<file path="src/rtl/tumble_counter.sv">
// rtl/tumble_counter.sv - Turing Tumble ripple-counter board: two dispensers, bit chain and landing tray
module tumble_counter #(
    parameter int unsigned N_BITS      = 5,
    parameter int unsigned TRAY_DEPTH  = 32,
    parameter int unsigned BLUE_COUNT  = 8,
    parameter int unsigned RED_COUNT   = 8,
    parameter int unsigned INIT_BITS   = 0,
    parameter int unsigned FIRST_COLOR = 0
) (
    input  logic                                clk,
    input  logic                                rst,
    input  logic                                start,
    output logic                                stopped,
    output logic [1:0]                          stop_cause,
    output logic [TRAY_DEPTH-1:0]               tray,
    output logic [$clog2(TRAY_DEPTH+1)-1:0]     tray_size,
    output logic [N_BITS-1:0]                   bits,
    output logic [$clog2(BLUE_COUNT+1)-1:0]     blue_left,
    output logic [$clog2(RED_COUNT+1)-1:0]      red_left
);

    localparam int TW = $clog2(TRAY_DEPTH + 1);
    localparam int BW = $clog2(BLUE_COUNT + 1);
    localparam int RW = $clog2(RED_COUNT + 1);
    localparam int PW = (N_BITS > 1) ? $clog2(N_BITS) : 1;

    localparam logic [N_BITS-1:0] INIT_V    = N_BITS'(INIT_BITS);
    localparam logic [BW-1:0]     BLUE_V    = BW'(BLUE_COUNT);
    localparam logic [RW-1:0]     RED_V     = RW'(RED_COUNT);
    localparam logic              FIRST_V   = FIRST_COLOR[0];
    localparam logic [PW-1:0]     LAST_POS  = PW'(N_BITS - 1);
    localparam logic [TW-1:0]     LAST_SLOT = TW'(TRAY_DEPTH - 1);

    localparam logic [1:0] CAUSE_NONE = 2'b00;
    localparam logic [1:0] CAUSE_BLUE = 2'b01;
    localparam logic [1:0] CAUSE_RED  = 2'b10;
    localparam logic [1:0] CAUSE_FULL = 2'b11;

    typedef enum logic [2:0] {
        S_IDLE,
        S_RELEASE,
        S_ROLL,
        S_LAND,
        S_STOP
    } state_t;

    state_t                  state_q, state_d;
    logic [TRAY_DEPTH-1:0]   tray_q, tray_d;
    logic [TW-1:0]           tray_size_q, tray_size_d;
    logic [N_BITS-1:0]       bits_q, bits_d;
    logic [BW-1:0]           blue_q, blue_d;
    logic [RW-1:0]           red_q, red_d;
    logic                    req_q, req_d;
    logic                    color_q, color_d;
    logic [PW-1:0]           pos_q, pos_d;
    logic [1:0]              cause_q, cause_d;

    // One-hot mask of the bit the marble currently sits on; avoids out-of-range selects.
    logic [N_BITS-1:0]       pos_mask;
    logic                    pos_bit;

    assign pos_mask = N_BITS'(1) << pos_q;
    assign pos_bit  = |(bits_q & pos_mask);

    always_comb begin
        state_d     = state_q;
        tray_d      = tray_q;
        tray_size_d = tray_size_q;
        bits_d      = bits_q;
        blue_d      = blue_q;
        red_d       = red_q;
        req_d       = req_q;
        color_d     = color_q;
        pos_d       = pos_q;
        cause_d     = cause_q;

        case (state_q)
            S_IDLE, S_STOP: begin
                if (start) begin
                    tray_d      = '0;
                    tray_size_d = '0;
                    bits_d      = INIT_V;
                    blue_d      = BLUE_V;
                    red_d       = RED_V;
                    req_d       = FIRST_V;
                    cause_d     = CAUSE_NONE;
                    state_d     = S_RELEASE;
                end
            end
            S_RELEASE: begin
                if (!req_q && blue_q == '0) begin
                    cause_d = CAUSE_BLUE;
                    state_d = S_STOP;
                end else if (req_q && red_q == '0) begin
                    cause_d = CAUSE_RED;
                    state_d = S_STOP;
                end else begin
                    if (req_q) begin
                        red_d = red_q - RW'(1);
                    end else begin
                        blue_d = blue_q - BW'(1);
                    end
                    color_d = req_q;
                    pos_d   = '0;
                    state_d = S_ROLL;
                end
            end
            S_ROLL: begin
                if (!pos_bit) begin
                    bits_d  = bits_q | pos_mask;
                    req_d   = 1'b0;
                    state_d = S_LAND;
                end else begin
                    bits_d = bits_q & ~pos_mask;
                    if (pos_q == LAST_POS) begin
                        req_d   = 1'b1;
                        state_d = S_LAND;
                    end else begin
                        pos_d = pos_q + PW'(1);
                    end
                end
            end
            S_LAND: begin
                tray_d      = tray_q | (TRAY_DEPTH'(color_q) << tray_size_q);
                tray_size_d = tray_size_q + TW'(1);
                if (tray_size_q == LAST_SLOT) begin
                    cause_d = CAUSE_FULL;
                    state_d = S_STOP;
                end else begin
                    state_d = S_RELEASE;
                end
            end
            default: state_d = S_IDLE;
        endcase
    end

    always_ff @(posedge clk or posedge rst) begin
        if (rst) begin
            state_q     <= S_IDLE;
            tray_q      <= '0;
            tray_size_q <= '0;
            bits_q      <= INIT_V;
            blue_q      <= BLUE_V;
            red_q       <= RED_V;
            req_q       <= FIRST_V;
            color_q     <= 1'b0;
            pos_q       <= '0;
            cause_q     <= CAUSE_NONE;
        end else begin
            state_q     <= state_d;
            tray_q      <= tray_d;
            tray_size_q <= tray_size_d;
            bits_q      <= bits_d;
            blue_q      <= blue_d;
            red_q       <= red_d;
            req_q       <= req_d;
            color_q     <= color_d;
            pos_q       <= pos_d;
            cause_q     <= cause_d;
        end
    end

    assign stopped    = (state_q == S_STOP);
    assign stop_cause = cause_q;
    assign tray       = tray_q;
    assign tray_size  = tray_size_q;
    assign bits       = bits_q;
    assign blue_left  = blue_q;
    assign red_left   = red_q;

endmodule

</file>
<file path="config.mk">
export PLATFORM = sky130hd
export DESIGN_NAME = tumble_counter
export DESIGN_NICKNAME = d
export VERILOG_FILES = /design/src/rtl/tumble_counter.sv
export SDC_FILE = /design/constraint.sdc
export NUM_CORES = 1
export LEC_CHECK = 0
export CORE_MARGIN = 2
export CORE_UTILIZATION = 51
export DETAILED_ROUTE_END_ITERATION = 10
export HOLD_SLACK_MARGIN = 0.02
export PLACE_DENSITY_LB_ADDON = 0.15
export SLEW_MARGIN = 20
export SYNTH_ARGS = -nofsm -noshare
export SYNTH_HDL_FRONTEND = slang
export SYNTH_SLANG_ARGS = --single-unit
</file>
<file path="constraint.sdc">
create_clock -name clk -period 2.7 [get_ports clk]
set_clock_uncertainty 0.1 [all_clocks]
set_input_delay 0.54 -clock clk [delete_from_list [all_inputs] [get_ports clk]]
set_output_delay 0.54 -clock clk [all_outputs]
set_load 0.02 [all_outputs]
</file>
# --- Yosys cells after proc, flatten, opt, wreduce, memory -nomap -nowiden ---
# Index checks and enable logic that the tools add are counted.
word_totals:
  ff_bits: 61
  inputBits: 3
  output_inout_bits: 54
classes:
  n_addsub: 4
  n_eq_ne: 16
  n_shift: 2
  mux: 37
  n_bitwise: 7
  n_reduce_logical: 22
op_table:
  columns: ["cell", "count"]
  rows:
  - ["one-hot mux 32 bit (2 select lines)", 1]
  - ["two-way mux 32 bit", 1]
  - ["OR 32 bit", 1]
  - ["<< shifter 1 x 6 -> 32 bit", 1]
  - ["two-way mux 3 bit", 10]
  - ["two-way mux 4 bit", 7]
  - ["inequality test 2 bit (second input constant)", 8]
  - ["one-hot mux 4 bit (2 select lines)", 2]
  - ["AND reduction 5 bit", 3]
  - ["one-hot mux 3 bit (4 select lines)", 1]
  - ["one-hot mux 6 bit (2 select lines)", 1]
  - ["bitwise AND 5 bit", 2]
  - ["two-way mux 5 bit", 2]
  - ["one-hot mux 5 bit (2 select lines)", 1]
  - ["logical NOT 4 bit", 2]
  - ["two-way mux 2 bit", 4]
  - ["nonzero test 2 bit", 4]
  - ["subtractor 4 x 1 -> 4 bit (second input constant)", 2]
  - ["adder 6 x 1 -> 6 bit (second input constant)", 1]
  - ["== test 3 x 2 -> 1 bit (second input constant)", 2]
  - ["== test 3 bit (second input constant)", 2]
  - ["== test 6 x 5 -> 1 bit (second input constant)", 1]
  - ["two-way mux 6 bit", 1]
  - ["inequality test 3 bit (second input constant)", 2]
  - ["19 further kinds", 26]

# --- Logic depth before layout (Yosys ltp) ---
# Gate-level depths: netlist of run 1.
logic_depth:
  word_depth: 5
  depth_mapped: 7

# --- Worst setup path before layout of run 1 ---
# OpenSTA, ideal clock, no wires.
synth_path:
  path_kind: "flip-flop to flip-flop"
  from: "register red_q[1], in the netlist red_left[1]"
  to: "register blue_q[1], in the netlist blue_left[1]"
  setup_ns: 0.074
  arrival_time_ns: 1.832
  required_ns: 2.526
  path_slack_ns: 0.693
  path_stages_with_launch: 8
  path_buffers: 1
  period_less_slack_ns: 2.007
  path_cell_list: "dfrtp_1 inv_1 ha_1 and4bb_2 or3_1 buf_2 o32a_1 o21ai_2"
synth_between:
  elab_chain_cells: 4
synth_lines:
  columns: ["element", "line", "rtl"]
  rows:
  - ["start: declaration", "52", "logic [RW-1:0] red_q, red_d;"]
  - ["start signal: assignment", "155", "red_q <= red_d;"]
  - ["logical NOT 4 bit", "94", "end else if (req_q && red_q == '0) begin"]
  - ["logical AND 1 bit", "94", null]
  - ["inequality test 2 bit (no source line)", null, null]
  - ["AND reduction 5 bit (no source line)", null, null]
  - ["end signal: assignment", "154", "blue_q <= blue_d;"]
  - ["end: declaration", "51", "logic [BW-1:0] blue_q, blue_d;"]
# No other way between the ends.
# A chain may end at the register's enable or synchronous reset.

# --- Final worst setup path of run 1 ---
layout_path:
  from: "register state_q[1]"
  to: "output port stopped"
layout_between:
  elab_chain_cells: 1
layout_lines:
  columns: ["element", "line", "rtl"]
  rows:
  - ["start: declaration", "47", "state_t state_q, state_d;"]
  - ["start signal: assignment", "150", "state_q <= state_d;"]
  - ["== test 3 bit", "163", "assign stopped = (state_q == S_STOP);"]
  - ["end: declaration", "13", "output logic stopped,"]
# No other way between the ends.

==> flow_summary.yaml, run 1 <==
drt:
  route.detailed.drc: 0
  drt-total-wl_mm: 6.22
  vias_per_cell: 5.52
  ant_nets: 0
  vias: 2334
  detailedRoute.firstIterationViolations: 209
  detail_route.wl_per_cell_um: 14.7
  drtPass1Iterations: 4
floorplanning:
  die_width_um: 78.3
  design.portCount: 57
  fp.dieArea_um2: 6130
  fp-row-count: 27
  die_y_um: 78.3
  initial_core_utilization_pct: 52.1
  core_region_area_um2: 5410
pwr:
  power.combinational.fraction_pct: 34.0
  cellLeakagePower_uw: 0.00163
  power.share.clock_pct: 28.3
  vdd_ir_drop_max_uv: 501
  power_report.internal_total_uw: 2030
  powerDensity_nw_per_um2: 871
  seqPwrFrac_pct: 37.7
  post-layout-total-power_uw: 3200
  share_of_total_power_consumed_by_net_switching_pct: 36.6
  power_switching_uw: 1170
worst_setup_path:
  r2r-end: "blue_left[0]"
  cp_data_arrival_time_ns: 1.81
  critical_path_class: "register to primary output"
  critical_path.top_delay_family: "buffers and inverters"
  cp_num_buf_inv: 2
  r2r_start: "blue_left[1]"
  critical-path-slowest-cell: "clkdlybuf4s50_1"
  worst-r2r-setup-slack_ns: 0.61
  r2r_cells: 6
  startpoint_type: "register"
  max_stage_delay_ns: 0.59
  timing.critical_path.to_type: "primary output"
  worstPathMaxFanout: 13
  cp_data_required_time_ns: 2.06
  timing.critical_path.cells: "nor2_1 -> nand2_1 -> inv_1 -> clkdlybuf4s50_1"
synthesis:
  synthCells: 287
  mappedNetlistArea_um2: 2820
  synth_top_cells_by_count: "59 x dfrtp_1, 52 x nand2_1, 44 x o21ai_0"
  yosys.area.top_type: "dfrtp_1"
  synth_top_cell_area_share_pct: 52.4
  synth_cell_types: 44
  ys_warn_count: 0
  ys_seq_elements: 61
  async_reset_ff_share_pct: 100
  mean_syn_cell_area_um2: 9.81
  synth_net_count: 299
  synthMostInstantiatedCell: "dfrtp_1"
  synth-seq-area-share_pct: 54.3
  synth_enable_flop_cells: 0
  synth_top_flop_cell: "dfrtp_1"
  synth_top_cells_by_area: "dfrtp_1 52%, o21ai_0 7.8%, nand2_1 6.9%"
cells_and_area:
  drive_gt1_share_pct: 8.55
  insertedDiodeCount: 0
  final_nets: 358
  flow.area_growth_from_synthesis_pct: 30.4
place:
  gpl.final_weighted_congestion: 0.837
  hpwl_mm: 4.41
  place.port_buffers: 56
status:
  run_status: "finished clean"
hold_path:
  hold_path_class: "register to register"
  hold_start: "tray[1]"
  number_of_stages_on_the_worst_hold_path: 2
  hold_end: "tray[1]"
global_route:
  global_route.usage.total_pct: 22.4
  number_of_global_route_vias_before_repair: 2244
  antenna_found_initial: 0
  grt_overflow: 0
  grt_max_degree: 40
  first_pass_grt_wire_length_mm: 10.7
clock_network:
  cts_num_sinks: 61
  numCtsBuffers: 9
  cts-hold-fix-buffers: 0
  h-tree-depth: 3
  insertion_delay_ns: 0.33
  clock_pin_slew_reported_for_the_worst_setup_and_hold_paths_after_clock_tree_synthesis_ns: 0.07
  postCtsSetupRepairBufs: 0
  cts_resized: 0
  clock-root-buffer: "clkbuf_8"
  cts_tree: "done"
  cts_max_path_buffers: 2
timing:
  report.final.setup_viol: 0
  tightestPinTransition_ns: 0.620
  finalHoldViolCount: 0
  fin_crit_ns: 2.45
  maxClockFrequency_mhz: 408
  unrepaired_setup_endpoints_after_global_routing: "no"
  max-slew-margin-rel_pct: 58.4
  setup_tns_ns: 0
  final-max-slew-violation-count: 0
  final_min_period_over_clock_period_pct: 90.7
flow_run:
  timing.max_cap.violations: 0
## flip-flops by register name, summed over array words and instances (netlist names)
signal	cells
tray	32
bits	5
state_q	3
stop_cause	2
blue_left	4
req_q	1
red_left	4
color_q	1
tray_size	6
pos_q	3
## cell usage in the layout, fill, tap and decap left out, types with 2 or more instances in the layout
master and count:
a21oi_1 10, a22o_1 8, a31oi_1 3, and2_1 2, and3_1 4, bufinv_16 2, clkbuf_8 10, clkdlybuf4s50_1 56
clkinv_2 2, dfrtp_1 59, dfstp_2 2, ha_1 9, inv_1 17, mux2i_1 3, nand2_1 52, nand2b_1 3
nand3_1 4, nand3b_1 4, nor2_1 11, nor2b_1 4, nor3_1 5, nor3b_1 3, o211ai_1 2, o21ai_0 44
o21ai_2 2, o31ai_1 3, o32a_1 2, or3_1 2, or3b_2 2
## cell families (layout without fill, tap and decap cells)
group,Yosys count,after routing,synth area share (%)
AND/OR/NAND/NOR,102,102,18.1
AO/OA/AOI/OAI,82,82,17.7
flip-flops,61,61,54.3
buffers and inverters,28,92,4.09
adder cells (fa/ha/maj),9,9,4.00
multiplexers,4,4,1.47
XOR/XNOR,1,1,0.311
## how the worst max path moves through the flow
stage,start,to,cells after the start
global placement,start,tray_size[2],5
detailed placement,start,tray_size[2],5
CTS,state_q[1],stopped,4
floorplan,rst,bits[0],1
global route,state_q[1],stopped,4
finish,state_q[1],stopped,4
## worst register-to-register path, delay by kind of cell (launching register included)
kind            cells  cell delay [ns]
compound gates      1             0.26
simple gates        3             0.95
flops               1             0.40
fa+ha+maj           1             0.17
buf+inv             1             0.14
## layer usage
metal  track usage, %  share of wire (%)  vias to the layer above
met5                0                  0                        -
met4             9.12                2.1                        0
met3             5.86                4.3                       11
met2             35.0                 48                       65
met1             29.8                 46                     1135
li1                 -                  -                     1123
## per-stage QoR
step                setup slack (ns)  cell area, µm²  hold slack, ns  utilization, %  cells
floorplan                      0.550            2820           0.415               -    287
global placement               0.535            3450           0.362            63.7    407
detailed placement             0.517            3450           0.373            63.7    407
CTS                            0.254            3670           0.389            67.9    423
global route                   0.164            3670           0.419            67.9    423
finish                         0.251            3670           0.379            67.9    423
## power by group through the flow
stage          registers [µW]  clock network (µW)  logic (µW)
6_report                 1200                 906        1090
5_1_grt                  1230                 972        1210
4_1_cts                  1200                 915        1090
3_5_place_dp             1220                   0        1080
3_3_place_gp             1210                   0        1050
2_1_floorplan            1270                   0         668
## area by class of cell
type	instances	area (µm²)
inverters	18	67.6
repair buffers	58	588
clock inverters	6	86.3
fillers	450	1740
flip-flops and latches	61	1530
clock buffers	10	138
multi-input cells	198	1170
well taps	72	90.1
(Power assumes the default switching activity.)
==> run 2, diff against run 1 <==
--- a/config.mk
+++ b/config.mk
@@ -5,8 +5,9 @@
 export SDC_FILE = /design/constraint.sdc
 export NUM_CORES = 1
 export LEC_CHECK = 0
+export ABC_AREA = 1
 export CORE_MARGIN = 2
-export CORE_UTILIZATION = 51
+export CORE_UTILIZATION = 52
 export DETAILED_ROUTE_END_ITERATION = 10
 export HOLD_SLACK_MARGIN = 0.02
 export PLACE_DENSITY_LB_ADDON = 0.15
==> flow_summary.yaml, run 2 <==
synthesis:
  synth_top_flop_cell: "dfrtp_1"
  synthCells: 345
  synth_top_cells_by_count: "100 x nand2_1, 59 x dfrtp_1, 32 x inv_1"
  synth_net_count: 357
  synth_top_cell_area_share_pct: 49.1
  synth_cell_types: 33
  async_reset_ff_share_pct: 100
  mappedNetlistArea_um2: 3000
  synth_enable_flop_cells: 0
  ys_warn_count: 0
  synth_top_cells_by_area: "dfrtp_1 49%, nand2_1 12%, o21ai_0 4.8%"
  yosys.area.top_type: "dfrtp_1"
  ys_seq_elements: 61
  mean_syn_cell_area_um2: 8.71
  synth-seq-area-share_pct: 50.9
  synthMostInstantiatedCell: "nand2_1"
pwr:
  post-layout-total-power_uw: 3390
  powerDensity_nw_per_um2: 874
  vdd_ir_drop_max_uv: 602
  cellLeakagePower_uw: 0.00176
cells_and_area:
  insertedDiodeCount: 0
  largest_register_ffs: 32
  mostFrequentLayoutCell: "nand2_1"
  final_nets: 418
  flow.area_growth_from_synthesis_pct: 29.2
  instances_no_fill: 483
  drive_gt1_share_pct: 10.7
  final_cell_mix: "100 x nand2_1, 59 x dfrtp_1, 56 x clkdlybuf4s50_1"
  final_design_instance_area_without_fill_um2: 3880
worst_setup_path:
  timing.critical_path.to_type: "primary output"
  cp_data_required_time_ns: 2.06
  startpoint_type: "register"
  critical_path_class: "register to primary output"
  worstPathMaxFanout: 8
  cp_data_arrival_time_ns: 1.77
floorplanning:
  fp.dieArea_um2: 6400
  die_width_um: 80.0
  fp-row-count: 27
  die_y_um: 80.0
  core_region_area_um2: 5540
  design.portCount: 57
  initial_core_utilization_pct: 54.2
global_route:
  global_route.usage.total_pct: 22.4
  grt_max_degree: 62
  antenna_found_initial: 0
  first_pass_grt_wire_length_mm: 10.9
  grt_overflow: 0
  number_of_global_route_vias_before_repair: 2396
timing:
  final-max-slew-violation-count: 0
  max-slew-margin-rel_pct: 68.7
  finalHoldViolCount: 0
  final_min_period_over_clock_period_pct: 89.4
  fin_crit_ns: 2.41
  report.final.setup_viol: 0
  maxClockFrequency_mhz: 414
  unrepaired_setup_endpoints_after_global_routing: "no"
  setup_tns_ns: 0
  tightestPinTransition_ns: 0.468
drt:
  vias: 2573
  drtPass1Iterations: 4
  drt-total-wl_mm: 6.49
  route.detailed.drc: 0
  detailedRoute.firstIterationViolations: 175
  ant_nets: 0
  vias_per_cell: 5.33
  detail_route.wl_per_cell_um: 13.4
place:
  hpwl_mm: 4.55
  gpl.final_weighted_congestion: 0.841
  place.detailed.instances: 467
  place_area_um2: 3640
  place.port_buffers: 56
flow_run:
  timing.max_cap.violations: 0
clock_network:
  h-tree-depth: 3
  cts_num_sinks: 61
  insertion_delay_ns: 0.34
  cts-hold-fix-buffers: 0
  clock_pin_slew_reported_for_the_worst_setup_and_hold_paths_after_clock_tree_synthesis_ns: 0.07
  cts_resized: 0
  postCtsSetupRepairBufs: 0
  numCtsBuffers: 9
  cts_tree: "done"
  cts_max_path_buffers: 2
  clock-root-buffer: "clkbuf_8"
hold_path:
  hold_path_class: "register to register"
status:
  run_status: "finished clean"
run 2: final timing paths:
check	to	slack, ns	from	cells past startpoint
max	stopped	0.29	state_q[1]	2
min	tray[19]	0.39	tray[19]	2
max reg2reg	bits[3]	0.85	state_q[1]	6
min reg2reg	tray[19]	0.39	tray[19]	2
max in group asynchronous	red_left[3]	1.73	rst	3
min in group asynchronous	tray[19]	0.47	rst	3
run 2: logic make-up (layout without fill, tap and decap cells):
group | Yosys count | in the layout | synth area share, %
AO/OA/AOI/OAI | 57 | 57 | 10.0
flip-flops | 61 | 61 | 50.9
AND/OR/NAND/NOR | 171 | 171 | 28.6
XOR/XNOR | 2 | 2 | 0.583
adder cells (fa/ha/maj) | 9 | 9 | 3.75
buffers and inverters | 45 | 111 | 6.16
run 2: layout make-up:
| class | count | area [µm²] |
|---|---|---|
| Clock inverter | 4 | 95.1 |
| Tap cell | 72 | 90.1 |
| Multi-Input combinational cell | 239 | 1290 |
| Inverter | 36 | 135 |
| Clock buffer | 12 | 145 |
| Timing Repair Buffer | 59 | 596 |
| Fill cell | 453 | 1660 |
| Sequential cell | 61 | 1530 |
run 2: metrics by stage:
| step | util [%] | hold WS (ns) | setup slack [ns] |
|---|---|---|---|
| after CTS | 70.0 | 0.396 | 0.261 |
| after floorplan | - | 0.385 | 0.550 |
| after global placement | 65.7 | 0.374 | 0.637 |
| after global routing | 70.0 | 0.413 | 0.214 |
| after detailed placement | 65.7 | 0.377 | 0.566 |
| final | 70.0 | 0.390 | 0.286 |
run 2: worst max-delay path: stages, from the launching register on:
cell             delay, ns
dfrtp_1               0.53
nor3_1                0.26
clkdlybuf4s50_1       0.64
run 2: report_power, final:
group	internal, µW	switching [µW]	total, µW	leakage (µW)
logic	428	791	1220	0.000809
registers	1040	149	1180	0.000833
clock network	638	350	988	0.000121
run 2: layer usage:
layer | part of all wire [%] | vias up | track usage [%]
met5 | 0 | - | 0
met1 | 46 | 1239 | 29.2
met2 | 48 | 56 | 35.0
met4 | 2.0 | 0 | 11.2
li1 | - | 1268 | -
met3 | 4.3 | 10 | 5.09
